### src/rtl/axis_velocity_ctrl.sv
// Per-axis velocity stage: integrates thrust commands into a saturating signed velocity
// once per physics tick and emits a sign/magnitude delta to the position accumulator.
module axis_velocity_ctrl #(
    parameter int W        = 16,
    parameter int TICK_DIV = 4
) (
    input  logic                clk,
    input  logic                rst,
    input  logic                cmd_valid,
    output logic                cmd_ready,
    input  logic [1:0]          cmd,
    input  logic [3:0]          cmd_mag,
    output logic                out_valid,
    input  logic                out_ready,
    output logic                out_mode,
    output logic [W-1:0]        out_delta,
    output logic signed [W-1:0] velocity,
    output logic                sat,
    output logic [1:0]          state
);

    localparam int CW = $clog2(TICK_DIV);
    localparam logic [CW-1:0] LAST = CW'(TICK_DIV - 1);
    localparam logic signed [W:0] VMAX = {2'b00, {(W-1){1'b1}}};
    localparam logic signed [W:0] VMIN = -VMAX;

    typedef enum logic [1:0] {
        IDLE  = 2'd0,
        ACCEL = 2'd1,
        COAST = 2'd2,
        BRAKE = 2'd3
    } state_t;

    state_t                r_state;
    logic [CW-1:0]         r_count;
    logic signed [W-1:0]   r_velocity;
    logic [3:0]            r_mag;
    logic                  r_neg;
    logic                  r_sat;
    logic                  r_outValid;
    logic                  r_outMode;
    logic [W-1:0]          r_outDelta;

    logic                  w_tick;
    logic                  w_accept;
    logic signed [W:0]     w_vExt;
    logic signed [W:0]     w_magExt;
    logic signed [W:0]     w_sum;
    logic [W-1:0]          w_absV;
    logic [W-1:0]          w_brakeMag;
    logic [W-1:0]          w_rem;
    logic signed [W-1:0]   w_vNext;
    logic [W-1:0]          w_absNext;
    logic                  w_clamped;
    logic                  w_brakeDone;
    logic signed [W-1:0]   w_vAfter;

    assign w_tick    = (r_count == LAST) && (!r_outValid || out_ready);
    assign cmd_ready = !rst && (r_state != BRAKE);
    assign w_accept  = cmd_valid && cmd_ready;

    // Next velocity for a tick, always computed from the pre-acceptance state and magnitude.
    always_comb begin
        w_vExt      = {r_velocity[W-1], r_velocity};
        w_magExt    = signed'({{(W-3){1'b0}}, r_mag});
        w_sum       = w_vExt;
        w_absV      = r_velocity[W-1] ? W'(-r_velocity) : W'(r_velocity);
        w_brakeMag  = (r_mag == 4'd0) ? W'(1) : W'(r_mag);
        w_rem       = '0;
        w_vNext     = r_velocity;
        w_clamped   = 1'b0;
        w_brakeDone = 1'b0;
        case (r_state)
            ACCEL: begin
                w_sum = r_neg ? (w_vExt - w_magExt) : (w_vExt + w_magExt);
                if (w_sum > VMAX) begin
                    w_vNext   = VMAX[W-1:0];
                    w_clamped = 1'b1;
                end else if (w_sum < VMIN) begin
                    w_vNext   = VMIN[W-1:0];
                    w_clamped = 1'b1;
                end else begin
                    w_vNext = w_sum[W-1:0];
                end
            end
            BRAKE: begin
                if (w_absV <= w_brakeMag) begin
                    w_vNext     = '0;
                    w_brakeDone = 1'b1;
                end else begin
                    w_rem   = w_absV - w_brakeMag;
                    w_vNext = r_velocity[W-1] ? signed'(-w_rem) : signed'(w_rem);
                end
            end
            default: w_vNext = r_velocity;
        endcase
        w_absNext = w_vNext[W-1] ? W'(-w_vNext) : W'(w_vNext);
        w_vAfter  = w_tick ? w_vNext : r_velocity;
    end

    // A command accepted on a tick edge overrides any tick-driven state change.
    always_ff @(posedge clk) begin
        if (rst) begin
            r_state    <= IDLE;
            r_count    <= '0;
            r_velocity <= '0;
            r_mag      <= '0;
            r_neg      <= 1'b0;
            r_sat      <= 1'b0;
            r_outValid <= 1'b0;
            r_outMode  <= 1'b0;
            r_outDelta <= '0;
        end else begin
            if (r_count == LAST) begin
                if (w_tick) r_count <= '0;
            end else begin
                r_count <= r_count + 1'b1;
            end

            if (w_tick) begin
                r_velocity <= w_vNext;
                r_sat      <= w_clamped;
                r_outValid <= 1'b1;
                r_outDelta <= w_absNext;
                r_outMode  <= w_vNext[W-1];
                if (w_brakeDone) r_state <= IDLE;
            end else if (out_ready) begin
                r_outValid <= 1'b0;
            end

            if (w_accept) begin
                r_mag <= cmd_mag;
                case (cmd)
                    2'b01: begin
                        r_state <= ACCEL;
                        r_neg   <= 1'b0;
                    end
                    2'b10: begin
                        r_state <= ACCEL;
                        r_neg   <= 1'b1;
                    end
                    2'b00:   r_state <= (w_vAfter != '0) ? COAST : IDLE;
                    default: r_state <= (w_vAfter != '0) ? BRAKE : IDLE;
                endcase
            end
        end
    end

    assign out_valid = r_outValid;
    assign out_mode  = r_outMode;
    assign out_delta = r_outDelta;
    assign velocity  = r_velocity;
    assign sat       = r_sat;
    assign state     = r_state;

endmodule

### config.mk
export PLATFORM = sky130hd
export DESIGN_NAME = axis_velocity_ctrl
export DESIGN_NICKNAME = d
export VERILOG_FILES = /design/src/rtl/axis_velocity_ctrl.sv
export SDC_FILE = /design/constraint.sdc
export NUM_CORES = 1
export LEC_CHECK = 0
export CAP_MARGIN = 0
export CORE_MARGIN = 2
export CORE_UTILIZATION = 55
export DETAILED_ROUTE_END_ITERATION = 12
export PLACE_DENSITY_LB_ADDON = 0.15
export SYNTH_ARGS = -nofsm -noshare
export SYNTH_HDL_FRONTEND = slang
export SYNTH_SLANG_ARGS = --single-unit
### constraint.sdc
create_clock -name clk -period 17.3 [get_ports clk]
set_input_delay 2.595 -clock clk [delete_from_list [all_inputs] [get_ports clk]]
set_output_delay 2.595 -clock clk [all_outputs]
set_load 0.02 [all_outputs]
==> flow_summary.json <==
{
  "skew_ps": 17.13,
  "cap_violations": 0,
  "dieHeight_um": 106.2,
  "grt_max_degree": 49,
  "post-cts-setup-buffers": 0,
  "cp_top_family": "buffers and inverters",
  "dpl-instance-area_um2": 6252,
  "cpMaxStageDelayCell": "clkdlybuf4s50_1",
  "r2r_cells": 17,
  "hp-class": "reg -> reg",
  "intPower_mw": 0.2782,
  "power.leakage_nw": 2.323,
  "cp_cell_sequence": "clkdlybuf4s50_1 > buf_4 > nor2_1 > clkdlybuf4s50_1",
  "place_hpwl_mm": 15.18,
  "yosysMostFrequentCell": "nor2_1",
  "cts_sinks": 44,
  "p_sw_share_pct": 49.13,
  "cp_slowest_stage_delay_ps": 560,
  "critPathKind": "in -> out",
  "vias": 6468,
  "drtPass1Iterations": 8,
  "wirelength_mm": 19.86,
  "row_count": 37,
  "maxSlewHeadroom_pct": 19.67,
  "hold_end": "out_delta[15]",
  "power.density_nw_per_um2": 85.80,
  "clk_latency_ps": 300,
  "ctsResizeCount": 0,
  "synth_top_cells_by_count": "nor2_1, nand2_1, dfxtp_1",
  "ys_types": 94,
  "path_buf_inv": 3,
  "wl_met1_mm": 8.657,
  "postSynthAreaPerCell_um2": 7.302,
  "wl_met3_mm": 1.767,
  "cts_buffers": 5,
  "synthesis.area_um2": 5747,
  "synth_area_leaders": "dfxtp_1, ha_1, nor2_1",
  "power_frac_comb_pct": 62.5,
  "cp-end-kind": "primary output",
  "syn_nets": 829,
  "design_area_um2": 6374,
  "core_um2": 10230,
  "dp.cells": 930,
  "rrSetupSlack_ps": 11260,
  "overflow": 0,
  "crit_arrival_ps": 4170,
  "die_x_um": 106.2,
  "top_level_ports": 48,
  "dp_worst_setup_slack_ps": 10560,
  "drt_iter0_drc": 801,
  "setup_viol": 0,
  "synthFlopType": "dfxtp_1",
  "tightest_slew_ps": 1196,
  "fin_tns_setup_ps": 0,
  "ctsHoldBuffers": 0,
  "cp-start-kind": "input port",
  "ant_nets": 0,
  "reg2reg_from": "velocity[1]",
  "cpMostUsedCell": "clkdlybuf4s50_1",
  "routedWlPerCell_um": 21.17,
  "diodes": 0,
  "grt_pass1_wl_mm": 31.46,
  "grt_usage_pct": 35.09,
  "cts_tree": "done",
  "seqPwrFrac_pct": 22.2,
  "clockBufferDepth": 2,
  "cts_max_level": 2,
  "r2r-end": "out_delta[7]",
  "hold_depth": 2,
  "die_area_um2": 11280,
  "routed.top_layer": "met4",
  "nets": 843,
  "p_switching_mw": 0.2686,
  "gp_congestion": 0.9843,
  "worstPathRequired_ps": 14700,
  "drc": 0,
  "start_util_pct": 56.17,
  "rsz0062_at_grt": "no",
  "drive_gt1_share_pct": 7.481,
  "setup_ws_ps": 10530,
  "fin_cells": 938,
  "antenna_found_initial": 0,
  "finalCritPeriodShare_pct": 39.11,
  "yosysWarnings": 0,
  "layout_min_cycle_time_ps": 6766,
  "io_buffers": 47,
  "synth-seq-area-share_pct": 15.33,
  "slew_viol_final": 0,
  "status": "finished, final reports clean",
  "clkPwrFrac_pct": 15.4,
  "synth_top_area_cell": "dfxtp_1",
  "met2_length_mm": 8.814,
  "final_hold_viol_count": 0,
  "grt_pass1_vias": 5890,
  "avgViaCountPerCell": 6.896,
  "synth_top_area_share_pct": 15.33,
  "crit_fanout": 46,
  "post-route-util_pct": 62.30,
  "async_flop_share_pct": 0,
  "clock-root-buffer": "clkbuf_8",
  "syn_inst": 787,
  "min_from": "out_delta[15]",
  "path_clk_slew_ps": 90,
  "area_growth_pct": 10.91,
  "ir_worst_vdd_mv": 0.05912,
  "fmax_mhz": 147.8,
  "ys_seq_elements": 44,
  "synth-edff-count": 0
}
==> layout make-up <==
class	instances	area, um^2
clock buffers	6	82.58
clock inverters	2	38.79
fillers	931	3857
inverters	29	108.9
multi-input cells	666	4562
flip-flops and latches	44	880.8
well taps	136	170.2
repair buffers	55	530.5
==> power by group through the flow <==
stage	clock, mW	combinational [mW]	sequential (mW)
after floorplan	0	0.244	0.120
after detailed placement	0	0.328	0.123
after CTS	0.0858	0.331	0.120
after global placement	0	0.323	0.123
final	0.0841	0.342	0.121
after global routing	0.0884	0.371	0.122
==> cells by family after synthesis <==
kind of cell	synth area share (%)
AND/OR/NAND/NOR	32.59
AO/OA/AOI/OAI	30.22
buffers and inverters	5.334
flip-flops	15.33
XOR/XNOR	6.249
adder cells (fa/ha/maj)	8.099
multiplexers	2.177
==> per-layer routing <==
metal | GRT usage [%] | vias to the layer above
li1 | - | 3018
met1 | 48.61 | 3028
met2 | 56.09 | 381
met3 | 5.089 | 41
met4 | 11.18 | 0
met5 | 0 | -
==> placed cells by master, fill, tap and decap left out, types with 8 or more instances in the layout <==
master and n:
dfxtp_1 44, nand3b_1 10, o21ai_1 9, xor2_1 14, nand2_1 64, a211oi_1 28
a21oi_1 36, o211ai_1 8, nor3_1 31, nor4_1 11, o21ai_0 31, and2_1 9
buf_4 8, xnor2_1 27, nor2_1 73, nor2b_1 11, mux2i_1 8, nand2b_1 16
and3_1 8, a21o_1 8, nand4_1 10, or3_1 17, ha_1 30, nand3_1 29
inv_1 28, or2_2 10, clkdlybuf4s50_1 47, o31ai_1 16
==> how the worst max path moves through the flow <==
stage,start,cells after the start,end,slack [ps]
2_1_floorplan,velocity[15],21,out_delta[14],11230
3_3_place_gp,rst,4,cmd_ready,10580
3_5_place_dp,rst,4,cmd_ready,10560
4_1_cts,rst,4,cmd_ready,10550
5_1_grt,rst,4,cmd_ready,10480
6_report,rst,4,cmd_ready,10530
==> registers in the layout (all words and copies together) (netlist names) <==
signal	count
r_count	2
out_delta	16
velocity	16
r_neg	1
out_valid	1
sat	1
state	2
r_mag	4
out_mode	1
==> through the flow <==
| stage | power [mW] | hold slack [ps] |
|---|---|---|
| after floorplan | 0.3633 | 443.5 |
| after global placement | 0.4455 | 443.3 |
| after detailed placement | 0.4510 | 453.5 |
| after CTS | 0.5375 | 468.9 |
| after global routing | 0.5809 | 501.1 |
| final | 0.5468 | 464.8 |
==> worst min-delay path, stage by stage, from the launching register on <==
cell	delay, ps
dfxtp_1	320
nand2_1	50
a21oi_1	50
Power figures use the tool's default switching activity.
